$ cat config.mk
export PLATFORM = sky130hd
export DESIGN_NAME = lsu_ctrl
export DESIGN_NICKNAME = d
export VERILOG_FILES = /design/src/rtl/lsu_ctrl.sv
export SDC_FILE = /design/constraint.sdc
export NUM_CORES = 1
export LEC_CHECK = 0
export BUFFER_PORTS_ARGS = -buffer_cell sky130_fd_sc_hd__buf_2
export CAP_MARGIN = 20
export CORE_MARGIN = 2
export CORE_UTILIZATION = 45
export CTS_BUF_LIST = sky130_fd_sc_hd__clkbuf_16
export CTS_CLUSTER_DIAMETER = 80
export DETAILED_ROUTE_END_ITERATION = 8
export GPL_TIMING_DRIVEN = 0
export PLACE_DENSITY = 0.8
export SETUP_SLACK_MARGIN = 0.02
export SLEW_MARGIN = 20
export SYNTH_ARGS = -nofsm -noshare
export SYNTH_HDL_FRONTEND = slang
export SYNTH_SLANG_ARGS = --single-unit
$ cat constraint.sdc
create_clock -name clk -period 1.9 [get_ports clk]
set_input_delay 0.38 -clock clk [delete_from_list [all_inputs] [get_ports clk]]
set_output_delay 0.38 -clock clk [all_outputs]
set_load 0.1 [all_outputs]
$ cat src/rtl/lsu_ctrl.sv
// lsu_ctrl: MEM-stage load/store unit, one word-aligned req/gnt/rvalid transaction at a time.
// Latency: store accept->wb_valid 2 cycles, load 3 cycles, +1 per gnt/rvalid wait; illegal op 1 cycle.
// Backpressure: ex_ready high only in IDLE; mem_req held with stable fields until mem_gnt.
//
// Ports:
//   clk, rst_n                      clock, asynchronous active-low reset
//   ex_valid/ex_ready               EX handshake; ex_is_store, ex_funct3, ex_addr, ex_wdata, ex_rd op fields
//   flush                           kill the in-flight op (branch/jump redirect)
//   mem_req/mem_gnt, mem_we, mem_be, mem_addr, mem_wdata   data-memory request channel
//   mem_rvalid, mem_rdata           data-memory read response
//   wb_valid, wb_we, wb_rd, wb_data, wb_err                  one-cycle writeback pulse
//
// Build option: define LSU_MISALIGN_TRAP_EN to trap misaligned halfword/word accesses
// (no bus request, wb_err=1). Undefined: offending low address bits are ignored.

module lsu_ctrl #(
  parameter int DataWidth = 32,
  parameter int RegAddrW  = 5
) (
  input  logic                 clk,
  input  logic                 rst_n,
  input  logic                 ex_valid,
  output logic                 ex_ready,
  input  logic                 ex_is_store,
  input  logic [2:0]           ex_funct3,
  input  logic [DataWidth-1:0] ex_addr,
  input  logic [DataWidth-1:0] ex_wdata,
  input  logic [RegAddrW-1:0]  ex_rd,
  input  logic                 flush,
  output logic                 mem_req,
  input  logic                 mem_gnt,
  output logic                 mem_we,
  output logic [3:0]           mem_be,
  output logic [DataWidth-1:0] mem_addr,
  output logic [DataWidth-1:0] mem_wdata,
  input  logic                 mem_rvalid,
  input  logic [DataWidth-1:0] mem_rdata,
  output logic                 wb_valid,
  output logic                 wb_we,
  output logic [RegAddrW-1:0]  wb_rd,
  output logic [DataWidth-1:0] wb_data,
  output logic                 wb_err
);

  typedef enum logic [1:0] {
    S_IDLE = 2'd0,
    S_REQ  = 2'd1,
    S_WAIT = 2'd2,
    S_DONE = 2'd3
  } state_t;

  state_t state_q, state_d;

  // Latched op
  logic                 op_store_q;
  logic [2:0]           op_f3_q;
  logic [DataWidth-1:0] op_addr_q;
  logic [DataWidth-1:0] op_wdata_q;
  logic [RegAddrW-1:0]  op_rd_q;
  logic                 err_q;   // op completes with wb_err, never touches the bus
  logic                 kill_q;  // flushed after grant: finish the bus response, drop writeback
  logic [DataWidth-1:0] rdata_q; // extended load result (stays 0 for stores)

  // FSM control strobes
  logic latch;
  logic capture;
  logic set_kill;

  // ---------------------------------------------------------------------------
  // Decode of the op presented by EX (evaluated at acceptance)
  // ---------------------------------------------------------------------------
  logic ex_legal;
  logic ex_misalign_trap;
  logic ex_err;

  always_comb begin
    ex_legal = 1'b0;
    if (ex_is_store) begin
      ex_legal = (ex_funct3 == 3'b000) || (ex_funct3 == 3'b001) || (ex_funct3 == 3'b010);
    end else begin
      ex_legal = (ex_funct3 == 3'b000) || (ex_funct3 == 3'b001) || (ex_funct3 == 3'b010) ||
                 (ex_funct3 == 3'b100) || (ex_funct3 == 3'b101);
    end
  end

`ifdef LSU_MISALIGN_TRAP_EN
  always_comb begin
    ex_misalign_trap = 1'b0;
    if (ex_funct3[1:0] == 2'b01) begin
      ex_misalign_trap = ex_addr[0];
    end else if (ex_funct3[1:0] == 2'b10) begin
      ex_misalign_trap = (ex_addr[1:0] != 2'b00);
    end
  end
`else
  assign ex_misalign_trap = 1'b0;
`endif

  assign ex_err = !ex_legal || ex_misalign_trap;

  // ---------------------------------------------------------------------------
  // Next-state / control
  // ---------------------------------------------------------------------------
  always_comb begin
    state_d  = state_q;
    ex_ready = 1'b0;
    mem_req  = 1'b0;
    wb_valid = 1'b0;
    latch    = 1'b0;
    capture  = 1'b0;
    set_kill = 1'b0;
    case (state_q)
      S_IDLE: begin
        ex_ready = 1'b1;
        // flush in IDLE blocks acceptance for that cycle
        if (ex_valid && !flush) begin
          latch   = 1'b1;
          state_d = ex_err ? S_DONE : S_REQ;
        end
      end
      S_REQ: begin
        mem_req = 1'b1;
        if (mem_gnt) begin
          // Granted: the transaction is committed on the bus even if flushed now
          set_kill = flush;
          state_d  = op_store_q ? S_DONE : S_WAIT;
        end else if (flush) begin
          state_d = S_IDLE;
        end
      end
      S_WAIT: begin
        set_kill = flush;
        if (mem_rvalid) begin
          capture = 1'b1;
          state_d = S_DONE;
        end
      end
      S_DONE: begin
        wb_valid = !kill_q;
        state_d  = S_IDLE;
      end
      default: state_d = S_IDLE;
    endcase
  end

  // ---------------------------------------------------------------------------
  // Load data extraction from the returned word
  // ---------------------------------------------------------------------------
  logic [DataWidth-1:0] rd_shift;
  logic [7:0]           rd_byte;
  logic [15:0]          rd_half;
  logic [DataWidth-1:0] rd_ext;

  assign rd_shift = mem_rdata >> {op_addr_q[1:0], 3'b000};
  assign rd_byte  = rd_shift[7:0];
  // Halfword lane chosen by a[1] only; a[0] is ignored when not trapping
  assign rd_half  = op_addr_q[1] ? mem_rdata[31:16] : mem_rdata[15:0];

  always_comb begin
    rd_ext = '0;
    case (op_f3_q)
      3'b000:  rd_ext = {{24{rd_byte[7]}}, rd_byte};
      3'b001:  rd_ext = {{16{rd_half[15]}}, rd_half};
      3'b010:  rd_ext = mem_rdata;
      3'b100:  rd_ext = {24'd0, rd_byte};
      3'b101:  rd_ext = {16'd0, rd_half};
      default: rd_ext = '0;
    endcase
  end

  // ---------------------------------------------------------------------------
  // State and op registers
  // ---------------------------------------------------------------------------
  always_ff @(posedge clk or negedge rst_n) begin
    if (!rst_n) begin
      state_q    <= S_IDLE;
      op_store_q <= 1'b0;
      op_f3_q    <= 3'b000;
      op_addr_q  <= '0;
      op_wdata_q <= '0;
      op_rd_q    <= '0;
      err_q      <= 1'b0;
      kill_q     <= 1'b0;
      rdata_q    <= '0;
    end else begin
      state_q <= state_d;
      if (latch) begin
        op_store_q <= ex_is_store;
        op_f3_q    <= ex_funct3;
        op_addr_q  <= ex_addr;
        op_wdata_q <= ex_wdata;
        op_rd_q    <= ex_rd;
        err_q      <= ex_err;
        kill_q     <= 1'b0;
        rdata_q    <= '0;
      end
      if (set_kill) begin
        kill_q <= 1'b1;
      end
      if (capture) begin
        rdata_q <= rd_ext;
      end
    end
  end

  // ---------------------------------------------------------------------------
  // Bus request fields, driven only while requesting
  // ---------------------------------------------------------------------------
  logic [3:0]           be_c;
  logic [DataWidth-1:0] wdata_c;

  always_comb begin
    be_c    = 4'b1111;
    wdata_c = op_wdata_q;
    case (op_f3_q[1:0])
      2'b00: begin
        be_c    = 4'b0001 << op_addr_q[1:0];
        wdata_c = {4{op_wdata_q[7:0]}};
      end
      2'b01: begin
        be_c    = op_addr_q[1] ? 4'b1100 : 4'b0011;
        wdata_c = {2{op_wdata_q[15:0]}};
      end
      default: begin
        be_c    = 4'b1111;
        wdata_c = op_wdata_q;
      end
    endcase
  end

  assign mem_we    = mem_req & op_store_q;
  assign mem_be    = mem_req ? be_c : 4'b0000;
  assign mem_addr  = mem_req ? {op_addr_q[DataWidth-1:2], 2'b00} : '0;
  assign mem_wdata = mem_req ? wdata_c : '0;

  // ---------------------------------------------------------------------------
  // Writeback, qualified by the completion pulse
  // ---------------------------------------------------------------------------
  assign wb_we   = wb_valid & ~op_store_q & ~err_q;
  assign wb_rd   = wb_valid ? op_rd_q : '0;
  assign wb_data = wb_valid ? rdata_q : '0;
  assign wb_err  = wb_valid & err_q;

endmodule
Word-level counts from Yosys, hierarchy flattened
Cells that the tools add are included.
{"block": "classes", "mux": 31, "n_bitwise": 6, "n_reduce_logical": 15, "n_eq_ne": 15, "n_shift": 2}
{"op": "$mux 32", "count": 5}
{"op": "$pmux 32 s5", "count": 1}
{"op": "$pmux 32 s2", "count": 1}
{"op": "$shr 32x5->8", "count": 1}
{"op": "$mux 16", "count": 1}
{"op": "$eq 3x3->1 const B", "count": 4}
{"op": "$mux 1", "count": 12}
{"op": "$mux 2", "count": 5}
{"op": "$mux 4", "count": 2}
{"op": "$pmux 2 s4", "count": 1}
{"op": "$pmux 4 s2", "count": 1}
{"op": "$eq 3x1->1 const B", "count": 2}
{"op": "$eq 3x2->1 const B", "count": 2}
{"op": "$logic_not 3->1", "count": 2}
{"op": "$mux 5", "count": 1}
{"op": "$and 1x1->1", "count": 4}
{"op": "$eq 2x1->1 const B", "count": 2}
{"op": "$eq 2x2->1 const B", "count": 2}
{"op": "$logic_not 2->1", "count": 2}
{"op": "$logic_or 1x1->1", "count": 4}
{"op": "$ne 2x2->1 const B", "count": 2}
{"op": "$reduce_bool 2->1", "count": 2}
{"op": "$shl 1x2->4 const A", "count": 1}
{"op": "$logic_not 1->1", "count": 3}
{"op": "5 further kinds", "count": 6}
{"block": "totals", "out_inout_bits": 111, "register_bits": 109, "wordCells": 78, "inputBits": 111}

Depth between registers and ports, before layout
{"block": "logic_depth", "word_depth": 9, "ltp_mapped": 8, "ltp_nobuf": 6}

Worst setup path before layout
No wires, ideal clock.
{"block": "synth_timing", "kind": "register to output", "startpoint": "register state_q[1]", "endpoint": "output port mem_wdata[10]", "required_ps": 1520, "t_arrival_ps": 3883, "slack_ps": -2363, "stages_incl_launch_ff": 5, "path_buffers": 1, "cell_sequence": "dfrtp_1 inv_1 ha_1 clkbuf_1 a21boi_0"}
{"block": "synth_via", "elab_chain_cells": 3}
{"item": "start: declaration", "line_no": "52", "rtl": "state_t state_q, state_d;"}
{"item": "start signal: assignment", "line_no": "186", "rtl": "state_q <= state_d;"}
{"item": "$eq 2x1->1", "line_no": "112", "rtl": "case (state_q)"}
{"item": "$mux 1", "line_no": "112"}
{"item": "via mem_req", "line_no": "30", "rtl": "output logic mem_req,"}
{"item": "$mux 32", "line_no": "234", "rtl": "assign mem_wdata = mem_req ? wdata_c : '0;"}
{"item": "end: declaration", "line_no": "35", "rtl": "output logic [DataWidth-1:0] mem_wdata,"}
The timed path passes the listed nets, and every way through them passes these cells.

Worst setup path after layout
{"block": "layout_timing", "startpoint": "register state_q[1]", "endpoint": "output port wb_data[28]"}
{"block": "layout_via", "elab_chain_cells": 3}
{"item": "$eq 2x2->1", "line_no": "112"}
{"item": "$mux 1", "line_no": "112"}
{"item": "$mux 32", "line_no": "241", "rtl": "assign wb_data = wb_valid ? rdata_q : '0;"}
{"item": "end: declaration", "line_no": "41", "rtl": "output logic [DataWidth-1:0] wb_data,"}
No other way between the ends.

==> flow_metrics.py <==
metrics = {
    "floorplan": {
        "die_area_um2": 13900,
        "dieWidth_um": 118,
        "coreArea_um2": 12600,
        "die_y_um": 118,
        "num_rows": 41,
        "ios": 222,
        "initial_core_util": 0.462,
    },
    "run": {
        "cap_violations": 0,
    },
    "worst_setup_path": {
        "r2r-start": "state_q[0]",
        "cp_common_cell": "buf_12",
        "cp-start-kind": "flop",
        "cp-end-kind": "output port",
        "ff2ff_setup_slack_ns": 0.02,
        "reg2reg_depth": 8,
        "cp_max_fo": 6,
        "arrival_ns": 1.84,
        "reg2reg_to": "state_q[1]",
        "path_class": "reg2out",
        "slowest_stage": "dfrtp_1",
        "crit_chain": "ha_2, nor2b_4, buf_12, buf_4, buf_8, and2_4, buf_12",
        "crit_required_ns": 1.52,
        "slowest_delay_ns": 0.42,
    },
    "placement": {
        "placed_area_um2": 7640,
        "place_congestion": 0.907,
        "io_buffers": 219,
        "place_hpwl_um": 13200,
    },
    "synthesis": {
        "avgSynthCellArea_um2": 10.6,
        "yosys_warnings": 0,
        "syn-instance-count": 548,
        "synth_area_um2": 5830,
        "netlist.area_leader.share": 0.468,
        "ys_types": 37,
        "synth_edf_count": 0,
        "ys_top_cells_by_area": "dfrtp_1 (47%), mux2_2 (16%), and2_1 (9.6%), mux2i_1 (4.0%), nand2_1 (3.7%)",
        "async_reset_ff_frac": 1.00,
        "synth_ff_type": "dfrtp_1",
        "ys_ff_latch": 109,
        "yosysTopAreaCell": "dfrtp_1",
        "ys_seq_area_frac": 0.468,
    },
    "worst_hold_path": {
        "hold_class": "in2reg",
        "worstHoldEndpoint": "op_rd_q[4]",
        "hp-start": "ex_rd[4]",
        "holdPathStages": 2,
    },
    "sta": {
        "fin_crit_sh": 1.17,
        "fin_skew_ns": 0.0192,
        "fmax_mhz": 451,
        "hold_viol_final": 0,
        "rsz0062_at_grt": "yes",
        "setup_viol": 108,
        "slew_violations": 0,
        "min_period_ns": 2.22,
        "holdWs_ns": 0.247,
        "fin_ws_ns": -0.316,
    },
    "cts": {
        "cts_sinks": 109,
        "root_buffer": "clkbuf_16",
        "clock_path_buffers": 2,
        "clock_latency_ns": 0.37,
        "htreeDepth": 3,
        "numCtsBuffers": 9,
        "cts_tree": "built",
        "clk_pin_slew_ns": 0.09,
    },
    "outcome": {
        "violations": "negative setup slack",
        "status": "finished with violations",
    },
    "finish": {
        "drive_gt1_frac": 0.665,
        "final_common_cell": "buf_2",
        "final_cell_mix": "buf_2 (118), buf_12 (115), dfrtp_1 (108), and2_4 (81), mux2_2 (80)",
        "nNetsFinal": 944,
        "fin_area_um2": 10700,
        "area_growth_pct": 84.0,
    },
    "grt": {
        "grt_overflow_total": 0,
        "grt_pass1_vias": 6230,
        "grt_use_total": 0.329,
        "grt_pass1_wl_um": 35200,
        "antenna_found_initial": 1,
        "grt_max_degree": 62,
    },
    "pwr": {
        "irDropWorstVdd_mv": 1.98,
        "power_density_nw_per_um2": 2160,
        "p_leak_nw": 5.00,
    },
    "detailed_routing": {
        "first_iter_violations": 551,
        "dr.pass1.iters": 5,
        "wl_um": 25200,
        "vias": 5815,
        "postRouteAntennaNets": 0,
        "vias_per_cell": 5.78,
        "wl_per_cell_um": 25.1,
        "drc": 0,
    },
}
==> worst max-delay path: cells and delay by family, from the launching register on <==
family	cells	cell delay (ns)
buf+inv	4	0.56
simple gates	2	0.29
fa+ha+maj	1	0.20
flops	1	0.42
==> worst max path at each step <==
stage | start | to | slack [ns] | depth (start not counted)
finish | state_q[1] | wb_data[28] | -0.32 | 7
global route | state_q[1] | wb_we | -0.36 | 6
CTS | state_q[1] | wb_we | -0.30 | 5
detailed placement | op_f3_q[1] | mem_wdata[31] | -0.38 | 5
global placement | rst_n | op_wdata_q[19] | -0.80 | 1
floorplan | state_q[0] | op_addr_q[12] | -0.17 | 6
==> per-layer routing <==
metal / up-vias / routed length, um / global-route usage
met5: - / 0 / 0
met4: 0 / 1230 / 0.161
met3: 102 / 2030 / 0.0814
met2: 389 / 13100 / 0.581
met1: 2868 / 8890 / 0.369
li1: 2456 / - / -
==> cell families (layout without fill, tap and decap cells) <==
family | after synthesis | after routing | synth area share
multiplexers | 106 | 106 | 0.202
AND/OR/NAND/NOR | 181 | 181 | 0.168
buffers and inverters | 48 | 332 | 0.0365
other | 1 | 3 | 0.000644
adder cells (fa/ha/maj) | 5 | 5 | 0.0107
flip-flops | 109 | 109 | 0.468
AO/OA/AOI/OAI | 98 | 98 | 0.114
==> stage by stage <==
| step | setup TNS, ns | worst slack (ns) | std cells | util | total power [mW] |
|---|---|---|---|---|---|
| after floorplan | -16.94 | -0.173 | 549 | - | 13.5 |
| after global placement | -108.34 | -0.795 | 940 | 0.603 | 15.1 |
| after detailed placement | -31.20 | -0.379 | 941 | 0.605 | 15.4 |
| after CTS | -24.94 | -0.304 | 992 | 0.819 | 21.7 |
| after global routing | -28.65 | -0.359 | 1005 | 0.850 | 23.8 |
| final | -24.54 | -0.316 | 1006 | 0.850 | 23.2 |
==> cell usage after synthesis (2+ instances only) <==
cell type and instances:
dfrtp_1 109, and2_1 89, mux2_2 82, nand2_1 58
o21ai_0 26, clkbuf_1 24, mux2i_1 23, a21o_1 18
a21oi_1 15, a221oi_1 15, nor2b_1 15, buf_2 13
a21boi_0 8, nor3_1 7, ha_1 5, nor2_1 5
a211oi_1 4, buf_1 4, o21a_1 4, inv_1 3
o21ai_1 3, buf_4 2, nor3b_1 2
==> area by class of cell <==
| class | count | area (um2) |
|---|---|---|
| Multi-Input combinational cell | 392 | 3530 |
| Timing Repair Buffer | 276 | 3450 |
| Fill cell | 593 | 1900 |
| Inverter | 3 | 13.8 |
| Antenna cell | 1 | 2.50 |
| Clock inverter | 7 | 113 |
| Tap cell | 172 | 215 |
| Buffer | 37 | 448 |
| Clock buffer | 9 | 225 |
| Sequential cell | 109 | 2730 |
==> registers in the layout, summed over array words and instances, names as in the netlist <==
name        flops
state_q         2
op_addr_q      32
op_wdata_q     32
err_q           1
op_rd_q         5
op_f3_q         3
kill_q          1
rdata_q        32
op_store_q      1
==> repair_timing <==
item                                    4_1_cts  5_1_grt
hold endpoints to repair                     35        0
cloned                                       13        5
buffers inserted                             24       18
hold buffers                                  1        0
pin swaps                                    47       32
endpoints found under the setup margin      208      190
resized for setup                           533      107
==> report_power, final <==
part,leakage (nW),switching (mW),internal [mW]
Sequential,1.35,1.12,3.44
Clock,0.164,0.939,1.29
Combinational,3.49,9.37,7.02
No activity file was read; power rests on OpenSTA's default activity.
